===== config.mk =====
export PLATFORM = sky130hd
export DESIGN_NAME = m_74ls191
export DESIGN_NICKNAME = d
export VERILOG_FILES = /design/src/rtl/m_74ls_pkg.sv /design/src/rtl/m_74ls_tc.sv /design/src/rtl/m_74ls191.sv
export SDC_FILE = /design/constraint.sdc
export NUM_CORES = 1
export LEC_CHECK = 0
export BUFFER_PORTS_ARGS = -buffer_cell sky130_fd_sc_hd__buf_4
export CELL_PAD_IN_SITES_DETAIL_PLACEMENT = 1
export CELL_PAD_IN_SITES_GLOBAL_PLACEMENT = 1
export CORE_AREA = 5 5 42 44
export DETAILED_ROUTE_END_ITERATION = 8
export DIE_AREA = 0 0 47 49
export PLACE_DENSITY_LB_ADDON = 0.05
export SYNTH_ARGS = -nofsm -noshare
export SYNTH_HDL_FRONTEND = slang
export SYNTH_SLANG_ARGS = --single-unit

===== constraint.sdc =====
create_clock -name CP -period 1.9 [get_ports CP]
set_input_delay 0.285 -clock CP [delete_from_list [all_inputs] [get_ports CP]]
set_output_delay 0.285 -clock CP [all_outputs]
set_load 0.03 [all_outputs]

===== src/rtl/m_74ls_pkg.sv =====
// m_74ls_pkg: shared direction constants and terminal-count helper for the 74LS counter family
package m_74ls_pkg;
  localparam logic DIR_UP = 1'b0;
  localparam logic DIR_DOWN = 1'b1;
  function automatic int tc_value(input int modulus, input logic dir);
    return (dir == DIR_DOWN) ? 0 : modulus - 1;
  endfunction
endpackage


===== src/rtl/m_74ls_tc.sv =====
// m_74ls_tc: combinational terminal-count detector producing MAX_MIN and the cascade CO_BO
module m_74ls_tc
  import m_74ls_pkg::*;
#(
  parameter int WIDTH = 4,
  parameter int MODULUS = 16
) (
  input  logic [WIDTH-1:0] Q,
  input  logic             D_U,
  input  logic             CT,
  output logic             MAX_MIN,
  output logic             CO_BO
);
  localparam logic [WIDTH-1:0] TC_UP = WIDTH'(tc_value(MODULUS, DIR_UP));
  localparam logic [WIDTH-1:0] TC_DOWN = WIDTH'(tc_value(MODULUS, DIR_DOWN));
  // terminal value follows the current direction with no register in the path
  always_comb begin
    MAX_MIN = Q == (D_U ? TC_DOWN : TC_UP);
    CO_BO = MAX_MIN & ~CT;
  end
endmodule


===== src/rtl/m_74ls191.sv =====
// m_74ls191: synchronous presettable up/down counter; define M_74LS191_WRAP_EN to add the sticky WRAP flag
module m_74ls191
  import m_74ls_pkg::*;
#(
  parameter int WIDTH = 4,
  parameter int MODULUS = 16
) (
  input  logic             CP,
  input  logic             CR,
  input  logic             LD,
  input  logic             CT,
  input  logic             D_U,
  input  logic [WIDTH-1:0] D,
  output logic [WIDTH-1:0] Q,
  output logic             MAX_MIN,
  output logic             CO_BO
`ifdef M_74LS191_WRAP_EN
  ,
  output logic             WRAP
`endif
);
  localparam logic [WIDTH-1:0] TOP = WIDTH'(MODULUS - 1);
  if (MODULUS < 2 || MODULUS > (1 << WIDTH)) begin : g_bad_modulus
    $error("m_74ls191: MODULUS %0d outside 2..2**WIDTH", MODULUS);
  end
  logic             wrap;
  logic [WIDTH-1:0] nxt;
  // out-of-range loaded values wrap to 0 going up and decrement normally going down
  always_comb begin
    wrap = (D_U == DIR_DOWN) ? (Q == '0) : (Q >= TOP);
    nxt = (D_U == DIR_DOWN) ? (wrap ? TOP : Q - 1'b1) : (wrap ? '0 : Q + 1'b1);
  end
  // priority: reset, load, count, hold
  always_ff @(posedge CP) begin
    if (CR) Q <= '0;
    else if (!LD) Q <= D;
    else if (!CT) Q <= nxt;
  end
`ifdef M_74LS191_WRAP_EN
  // sticky on any counting wrap; only reset clears it, loads leave it alone
  always_ff @(posedge CP) begin
    if (CR) WRAP <= 1'b0;
    else if (LD && !CT && wrap) WRAP <= 1'b1;
  end
`endif
  m_74ls_tc #(.WIDTH(WIDTH), .MODULUS(MODULUS)) u_tc (
    .Q(Q),
    .D_U(D_U),
    .CT(CT),
    .MAX_MIN(MAX_MIN),
    .CO_BO(CO_BO)
  );
endmodule


After elaboration in Yosys (flattened, before gate mapping)
Cells that the tools add are included.
- register bits after elaboration: 4
- bits of input ports: 9
- output and inout port bits: 6
- add/sub/neg operators: 2
- $lt $le $gt $ge: 1
- eq/ne operators: 2
- mux-type cells: 7
- bitwise gates (word level): 2
- reduce and logical (&&, ||, !) cells: 1
- operators by type and width (cell ; number):
    2-to-1 mux 4 bit ; 6
    adder 4 x 1 -> 4 bit (second input constant) ; 1
    equality test 4 bit ; 1
    greater-or-equal comparator 4 bit (second input constant) ; 1
    logical NOT 4 bit ; 1
    subtractor 4 x 1 -> 4 bit (second input constant) ; 1
    != test 2 bit (second input constant) ; 1
    bitwise AND 1 bit ; 1
    2-to-1 mux 1 bit ; 1
    NOT 1 bit ; 1

Depth between registers and ports, before layout
Gate-level depths: netlist (run 1).
- depth after elaboration: 6
- gate-level depth with buffers: 6
- depth with buffers taken out: 6

By module
From an unflattened synthesis (run 1), not the netlist that was laid out.
- cell total of the unflattened synthesis: 51
- area, all modules: 380.4 µm²
- by module, submodules not included (module ; instances ; cells an instance ; area an instance (µm²) ; seq. area each (µm²)):
    m_74ls191 ; 1 ; 45 ; 332.8 ; 80.1
    m_74ls_tc ; 1 ; 6 ; 47.5 ; 0.0

Least setup slack after synthesis (run 1)
No wires, ideal clock.
- path type: flip-flop to output port
- from: register Q[1]
- to: output port CO_BO
- arrival time: 1.824 ns
- required time: 1.615 ns
- path slack: -0.209 ns
- stages on the path, launching flop included: 5
- buffers on the path: 0
- cells stage by stage: dfxtp_1 clkinv_1 or4_4 o21ai_2 and2_1
- longest elaborated chain between the ends: 2
- RTL lines (item ; RTL line ; text):
    start: declaration ; m_74ls191.sv:14 ; output logic [WIDTH-1:0] Q,
    start signal: assignment ; m_74ls191.sv:37 ; else if (!CT) Q <= nxt;
    equality test 4 bit ; m_74ls_tc.sv:18 ; MAX_MIN = Q == (D_U ? TC_DOWN : TC_UP);
    named net MAX_MIN ; m_74ls191.sv:15 ; output logic MAX_MIN,
    bitwise AND 1 bit ; m_74ls_tc.sv:19 ; CO_BO = MAX_MIN & ~CT;
    end: declaration ; m_74ls191.sv:16 ; output logic CO_BO
The timed path passes the listed nets, and every way through them passes these cells.

Final worst setup path (run 1)
- from: register Q[1]
- to: output port CO_BO
- longest elaborated chain between the ends: 2
- RTL lines (item ; RTL line):
    equality test 4 bit ; m_74ls_tc.sv:18
    bitwise AND 1 bit ; m_74ls_tc.sv:19
No other way between the ends.

==> metrics.yaml, run 1 <==
status: "completed"
drive_above_1_share_pct: 48.5
coreArea_sq_um: 1400
largestRegisters: "Q (4)"
firstDrtPassIters: 3
die_w_um: 47
worstPathMaxFanout: 5
wl_per_cell_um: 13.3
start_util_pct: 25.6
synth_top_area_share_pct: 22.3
clock_latency_ns: 0.23
cp_data_arrival_time_ns: 1.56
place_congestion: 0.754
synth-simple-area-share_pct: 26.5
grt_max_degree: 11
yosysTopAreaCell: "dfxtp_1"
netlist_top_cells_count: "nor2_1 (6), a21oi_1 (4), dfxtp_1 (4)"
synthAdderAreaFrac_pct: 6.97
htreeDepth: 1
io_buffer_count: 14
hold_viol_final: 0
wl_um: 1090
num_io_pins: 15
vdd_drop_max_mv: 0.336
antenna_found_initial: 0
gr-usage-all-layers_pct: 10.5
cp.required_ns: 1.62
crit_path_start_kind: "flip-flop"
dp_hpwl_um: 870
p_seq_share_pct: 30.0
period_minus_slack_ns: 1.84
vias: 416
synthesis.nets: 58
skew_ns: 0.000705
area_delta_synth_final_pct: 48.8
power.leakage_nw: 0.236
setup_viol: 0
cts_root_buf: "clkbuf_4"
p_sw_uw: 116
ys_warn_count: 0
avgViaCountPerCell: 5.07
internal-power_uw: 223
overflow: 0
clock-sinks: 4
ys_seq_area_share_pct: 22.3
synth_compound_area_share_pct: 29.3
drc: 0
ys_seq_elements: 4
drt-initial-drc-count: 9
pwr-share-clk_pct: 31.1
postCtsHoldBufs: 0
relSlewSlack_pct: 85.5
p_per_area_nw_per_um2: 635
synthCells: 47
clk_pin_slew_ns: 0.04
fmax_mhz: 543
syn-cell-area_sq_um: 359
hold_path_class: "input pin to flip-flop"
largest_reg_flops: 4
synth_ff_type: "dfxtp_1"
synth_top_family_by_area: "compound AO/OA/AOI/OAI gates"
power.share.combinational_pct: 38.9
top_register: "Q"
grt_pass1_vias: 402
synth_cell_type_count: 27
critPathCaptureType: "primary output"
synthXorXnorAreaFrac_pct: 4.88
period_share_pct: 97.0
n_antenna_cell: 0
synth_most_common_cell: "nor2_1"
maxCapViolCount: 0
syn_area_per_cell_sq_um: 7.64
clockBufferDepth: 2
grt_pass1_wl_um: 1730
synth_mux_area_share_pct: 2.79
nets: 79
async_flop_share_pct: 0
synth-edff-count: 0
die_area_sq_um: 2300
swShare_pct: 34.1
criticalPathCategory: "flip-flop to primary output"
grt_setup_unrepaired: "false"
dieHeight_um: 49
tightest_slew_ns: 0.217
final_cell_area_sq_um: 534
cts_tree: "yes"
maxSlewViolCount: 0
yosys-top-cells-area: "dfxtp_1 (22%), ha_1 (7.0%), nor2_1 (6.3%)"
ant_nets: 0
fin_setup_tns_ns: 0
numCtsBuffers: 3
placed_area_sq_um: 490
min_path_cells: 2
rows: 14
rr_worst_depth: 6
-- power groups by stage --
stage	registers, mW	logic, mW	clock network, mW
finish	0.102	0.132	0.105
global placement	0.104	0.128	0
CTS	0.103	0.127	0.112
global route	0.102	0.143	0.121
floorplan	0.122	0.0588	0
detailed placement	0.104	0.126	0
-- what timing repair did --
action | 4_1_cts | 5_1_grt
setup endpoints to repair | 1 | 1
resized for setup | 2 | 1
setup buffers | 0 | 2
pin swaps | 0 | 0
-- per-layer routing --
| layer | up-vias | share of wire, % | GRT usage [%] |
|---|---|---|---|
| met5 | - | 0 | 0 |
| met4 | 0 | 1.6 | 6.91 |
| met3 | 2 | 6.5 | 3.32 |
| met2 | 14 | 43 | 14.7 |
| met1 | 190 | 49 | 13.3 |
| li1 | 210 | - | - |
-- kinds of logic (layout without fill, tap and decap cells) --
group                      Yosys count  count (layout)
muxes                                1               1
AOI/OAI and AO/OA                   15              15
adders and majority gates            2               2
and+or+nand+nor                     18              18
buffers and inverters                5              24
xor gates and xnor gates             2               2
DFF                                  4               4
-- area by class of cell --
type | count | area [sq um]
multi-input combinational | 38 | 254
clock buffer | 3 | 22.5
sequential | 4 | 90.1
tap | 16 | 20.0
inverter | 3 | 12.5
timing repair buffer | 18 | 135
fill | 189 | 867
-- critical path: stages (launching register included) --
cell and delay (ns):
dfxtp_4 0.36, clkinv_2 0.07, or4_4 0.52, o21ai_2 0.08, and2_2 0.15, buf_4 0.15
-- cell usage in the layout, fill, tap and decap left out, drive strengths merged --
master and count:
clkinv 1, buf 18, nor2 6, or4 1, o21ai 2, a211oi 1
dfxtp 4, xnor2 2, mux2i 1, a21oi 4, and2 1, o2111ai 2
nand2b 2, clkbuf 3, inv 2, nand2 3, o221a 1, and3b 1
or2 1, a31oi 1, nand3 2, o22ai 1, o211ai 3, ha 2
nor2b 1
-- per-stage QoR --
step                      hold WS, ns  util (%)  setup slack (ns)  power, mW  instances
after floorplan                 0.347         -            0.0192      0.181         47
after global placement          0.489      35.0             0.248      0.232         77
after detailed placement        0.487      35.0             0.211      0.230         77
after CTS                       0.238      36.9            0.0215      0.342         80
after global routing            0.237      38.1           0.00427      0.366         82
final                           0.244      38.1            0.0570      0.339         82
-- worst paths after layout --
check | start | end | slack, ns
setup reg to reg | Q[0] | Q[3] | 0.53
setup / recovery | Q[1] | CO_BO | 0.06
hold / removal | CR | Q[0] | 0.24
hold reg to reg | Q[2] | Q[2] | 0.62
Note: power is estimated with default switching activity, not from simulation.
==> inputs of run 2 (changes only) <==
Settings changed: RECOVER_POWER set to 100.
==> run 2 against run 1 <==
  * Global-route usage stayed put
  * Largest power group unchanged
  * Clock power about the same
  * Largest cell class unchanged
  * Sequential power about the same
  * Setup slack better by 0.00064 ns
  * Wire length is 0.27% higher
  * Clock skew about the same
  * Final cell count unchanged
  * Non-clock buffer count unchanged
  * First-iteration DRC count unchanged
  * Worst hold slack about the same
  * Register-to-register slack worse by 0.17 ns
==> metrics.yaml, run 2 (synthesized netlist as in run 1, its figures left out) <==
path_cells: "clkinv_2 -> or4_4 -> o21ai_2 -> and2_2 -> buf_4"  # unchanged
worstPathMaxFanout: 5  # unchanged
wl_um: 1100  # was 1090 um
skew_ns: 0.000706  # was 0.000705 ns
num_io_pins: 15  # unchanged
die_w_um: 47  # unchanged
hold_viol_final: 0  # unchanged
io_buffer_count: 14  # unchanged
grt_pass1_wl_um: 1730  # unchanged
drt-initial-drc-count: 9  # unchanged
status: "completed"  # unchanged
die_area_sq_um: 2300  # unchanged
most-common-layout-cells: "buf_4 (12), nor2_1 (6), clkbuf_1 (5), a21oi_1 (4)"  # was buf_4 (18), nor2_1 (6), a21oi_1 (4)
clk_pin_slew_ns: 0.04  # about the same
vdd_drop_max_mv: 0.334  # was 0.336 mV
cts_root_buf: "clkbuf_4"  # unchanged
power.leakage_nw: 0.215  # was 0.236 nW
clock_latency_ns: 0.23  # about the same
rr_startpoint: "Q[0]"  # unchanged
layout_commonest_cell: "buf_4"  # unchanged
crit_slowest_cell: "or4_4"  # unchanged
clock-sinks: 4  # unchanged
r2r_end: "Q[3]"  # unchanged
overflow: 0  # unchanged
fmax_mhz: 543  # about the same
ant_nets: 0  # unchanged
cts_tree: "yes"  # unchanged
endpoint: "CO_BO"  # unchanged
cp_data_arrival_time_ns: 1.56  # about the same
relSlewSlack_pct: 75.2  # was 85.5%
dp_hpwl_um: 870  # unchanged
setup_ws_ns: 0.0576  # was 0.0570 ns
nets: 79  # unchanged
clockBufferDepth: 2  # unchanged
maxCapViolCount: 0  # unchanged
start_util_pct: 25.6  # unchanged
nFillCells: 196  # was 189
drc: 0  # unchanged
drive_above_1_share_pct: 39.4  # was 48.5%
grt_max_degree: 11  # unchanged
avgViaCountPerCell: 5.13  # was 5.07
dieHeight_um: 49  # unchanged
power_uw: 330  # was 339 uW
top_register: "Q"  # unchanged
p_per_area_nw_per_um2: 645  # was 635 nW/um^2
rr_worst_depth: 6  # unchanged
place_congestion: 0.754  # unchanged
coreArea_sq_um: 1400  # unchanged
fin_setup_tns_ns: 0  # unchanged
rows: 14  # unchanged
largest_reg_flops: 4  # unchanged
critPathCaptureType: "primary output"  # unchanged
grt_setup_unrepaired: "false"  # unchanged
hold_path_class: "input pin to flip-flop"  # unchanged
maxSlewViolCount: 0  # unchanged
crit_path_start_kind: "flip-flop"  # unchanged
numCtsBuffers: 3  # unchanged
crit_path_max_incr_delay_ns: 0.52  # about the same
htreeDepth: 1  # unchanged
wl_per_cell_um: 13.4  # was 13.3 um
rrSetupSlack_ns: 0.36  # was 0.53 ns
period_minus_slack_ns: 1.84  # about the same
tightest_slew_ns: 0.373  # was 0.217 ns
pre_cts_ws_ns: 0.211  # unchanged
largestRegisters: "Q (4)"  # unchanged
n_antenna_cell: 0  # unchanged
vias: 421  # was 416
grt_pass1_vias: 402  # unchanged
gr-usage-all-layers_pct: 10.5  # unchanged
criticalPathCategory: "flip-flop to primary output"  # unchanged
min_path_cells: 2  # unchanged
cp.required_ns: 1.62  # about the same
setup_viol: 0  # unchanged
cp-startpoint: "Q[1]"  # unchanged
period_share_pct: 97.0  # about the same
firstDrtPassIters: 4  # was 3
area_delta_synth_final_pct: 42.5  # was 48.8%
antenna_found_initial: 0  # unchanged
-- run 2: cell types whose count changed in the layout (fill, tap and decap cells not counted), sizes merged --
cell / before / now
buf: 18 / 12
clkbuf: 3 / 9
-- run 2: timing repair --
action	CTS	global route
hold buffers	0	0
setup endpoints to repair	1	1
buffers inserted	0	2
gates resized for setup	2	1
-- run 2: worst max-delay path, delay by kind of cell, from the launching register on --
family,cells,cell delay [ns]
compound gates,1,0.08
buf+inv,2,0.22
flops,1,0.36
simple gates,2,0.67
-- run 2: worst min path at each step --
stage               slack [ns]    to  startpoint
global route              0.24  Q[2]          CR
floorplan                 0.35  Q[0]          CR
detailed placement        0.49  Q[0]          CR
global placement          0.49  Q[0]          CR
finish                    0.24  Q[2]          CR
CTS                       0.24  Q[0]          CR
-- run 2: per-layer routing --
layer  GRT usage (%)  vias to the layer above  part of all wire [%]
met3            3.32                        2                   6.8
met2            14.7                       14                    43
met1            13.3                      194                    48
met4            6.91                        0                   1.6
li1                -                      211                     -
met5               0                        -                     0
-- run 2: stage by stage --
stage                     area (sq um)  cells  hold WS [ns]  util, %
after floorplan                    365     47         0.347        -
after global placement             490     77         0.489     35.0
after detailed placement           490     77         0.487     35.0
after CTS                          517     80         0.238     36.9
after global routing               512     82         0.240     36.5
final                              512     82         0.244     36.5
-- run 2: final cells by class --
| cell class | instances | area (sq um) | share of cell area [%] |
|---|---|---|---|
| sequential | 4 | 88.8 | 17.4 |
| tap | 16 | 20.0 | 3.91 |
| timing repair buffer | 18 | 114 | 22.2 |
| clock buffer | 3 | 22.5 | 4.40 |
| multi-input combinational | 38 | 254 | 49.6 |
| inverter | 3 | 12.5 | 2.44 |
-- run 2: power breakdown --
group	internal (mW)	switching (mW)
sequential	0.0924	0.00896
combinational	0.0513	0.0719
clock	0.0706	0.0347
total	0.214	0.115
==> inputs of run 3 (changes only) <==
Settings changed: CTS_BUF_LIST set to sky130_fd_sc_hd__clkbuf_4.
Clock period 1.9 ns to 2 ns, I/O delays scaled along.
==> run 3 against run 2 <==
  * Via count down 1.4%
  * Critical path type unchanged
  * Sequential cell count is the same
  * Core utilization is 0.98 points lower
  * Wire length is 0.27% higher
  * Combinational power is 7% lower
  * Critical path depth unchanged
==> metrics.yaml, run 3 (synthesized netlist as in run 1, its figures left out) <==
p_per_area_nw_per_um2: 634  # was 645 nW/um^2
numCtsBuffers: 3  # unchanged
area_delta_synth_final_pct: 38.7  # was 42.5%
period_share_pct: 95.1
place_inst: 77  # unchanged
largestRegisters: "Q (4)"  # unchanged
io_buffer_count: 14  # unchanged
num_io_pins: 15  # unchanged
hold_viol_final: 0  # unchanged
vias: 415  # was 421
maxCapViolCount: 0  # unchanged
clockBufferDepth: 2  # unchanged
antenna_found_initial: 0  # unchanged
cts_tree: "yes"  # unchanged
seq_area_sq_um: 85.1  # was 88.8 sq um
rrSetupSlack_ns: 0.68  # was 0.36 ns
postCtsSetupRepairBufs: 0  # unchanged
maxSlewViolCount: 0  # unchanged
drc: 0  # unchanged
cp.required_ns: 1.70  # was 1.62 ns
cp_data_arrival_time_ns: 1.60  # was 1.56 ns
avgViaCountPerCell: 5.19  # was 5.13
die_w_um: 47  # unchanged
dr_wl_met3_um: 35  # was 75 um
criticalPathCategory: "flip-flop to primary output"  # unchanged
top_register: "Q"  # unchanged
top_layer: "met4"  # unchanged
place_congestion: 0.777  # was 0.754
die_area_sq_um: 2300  # unchanged
grt_max_degree: 11  # unchanged
dieHeight_um: 49  # unchanged
status: "completed"  # unchanged
most-common-layout-cells: "buf_4 (12), nor2_1 (6), a21oi_1 (4)"  # was buf_4 (12), nor2_1 (6), clkbuf_1 (5), a21oi_1 (4)
vdd_drop_max_mv: 0.191  # was 0.334 mV
wl_per_cell_um: 13.7  # was 13.4 um
htreeDepth: 1  # unchanged
grt_pass1_wl_um: 2060  # was 1730 um
period_minus_slack_ns: 1.90
setup_viol: 0  # unchanged
relSlewSlack_pct: 75.7  # was 75.2%
clk_pin_slew_ns: 0.04  # about the same
grt_setup_unrepaired: "false"  # unchanged
nets: 77  # was 79
dp_hpwl_um: 881  # was 870 um
wl_um: 1100  # about the same
cts_root_buf: "clkbuf_4"  # unchanged
met1_length_um: 497  # was 528 um
coreArea_sq_um: 1400  # unchanged
multi_input_area_sq_um: 253  # was 254 sq um
drive_above_1_share_pct: 37.5  # was 39.4%
gr-usage-all-layers_pct: 12.3  # was 10.5%
tightest_slew_ns: 0.367  # was 0.373 ns
hold_path_class: "input pin to flip-flop"  # unchanged
ant_nets: 0  # unchanged
drt-initial-drc-count: 4  # was 9
wl_met2_um: 537  # was 474 um
skew_ns: 0.00869  # was 0.000706 ns
n_antenna_cell: 0  # unchanged
power_uw: 316  # was 330 uW
postCtsHoldBufs: 0  # unchanged
firstDrtPassIters: 2  # was 4
rows: 14  # unchanged
instances_no_fill: 80  # was 82
fmax_mhz: 526
clock-sinks: 4  # unchanged
fin_setup_tns_ns: 0  # unchanged
crit_path_start_kind: "flip-flop"  # unchanged
critPathCaptureType: "primary output"  # unchanged
start_util_pct: 25.6  # unchanged
overflow: 0  # unchanged
worstPathMaxFanout: 9  # was 5
clock_latency_ns: 0.25  # was 0.23 ns
nFillCells: 186  # was 196
power.leakage_nw: 0.211  # was 0.215 nW
largest_reg_flops: 4  # unchanged
grt_pass1_vias: 460  # was 402
layout_commonest_cell: "buf_4"  # unchanged
[run 3: metrics by stage]
step	setup slack, ns	utilization [%]	cell area (sq um)	hold WS [ns]
2_1_floorplan	0.0326	-	362	0.362
3_3_place_gp	0.279	34.7	487	0.499
3_5_place_dp	0.278	34.7	487	0.497
4_1_cts	0.00608	36.3	509	0.237
5_1_grt	0.0119	35.5	498	0.246
6_report	0.0985	35.5	498	0.243
[run 3: layout make-up]
type,count,share of cell area (%)
Clock buffer,3,4.52
Timing Repair Buffer,16,21.4
Sequential cell,4,17.1
Multi-Input combinational cell,38,50.8
Tap cell,16,4.02
Inverter,3,2.26
[run 3: power breakdown]
group,total (mW),internal (mW),switching (mW)
sequential,0.0972,0.0876,0.00960
combinational,0.114,0.0475,0.0664
clock,0.105,0.0674,0.0373
total,0.316,0.202,0.113
[run 3: metal layers]
layer  vias up  track usage [%]
li1        207                -
met1       195             16.2
met3         2             1.11
met4         0             12.0
met5         -                0
met2        11             16.3
[run 3: path summary, 6_finish.rpt]
path / from / end / depth (start not counted)
worst max-delay path: Q[0] / CO_BO / 5
worst min-delay path: CR / Q[0] / 2
worst max register to register: Q[0] / Q[3] / 4
worst min register to register: Q[0] / Q[3] / 2
[run 3: timing repair]
| action | CTS | global route |
|---|---|---|
| endpoints found under the hold margin | 0 | 0 |
| setup endpoints to repair | 0 | 1 |
| gates resized for setup | 0 | 2 |
[run 3: worst max-delay path: stages (launching register included)]
cell	delay, ns
dfxtp_4	0.40
inv_2	0.05
or4_4	0.54
o21ai_2	0.08
and2_1	0.14
buf_4	0.15
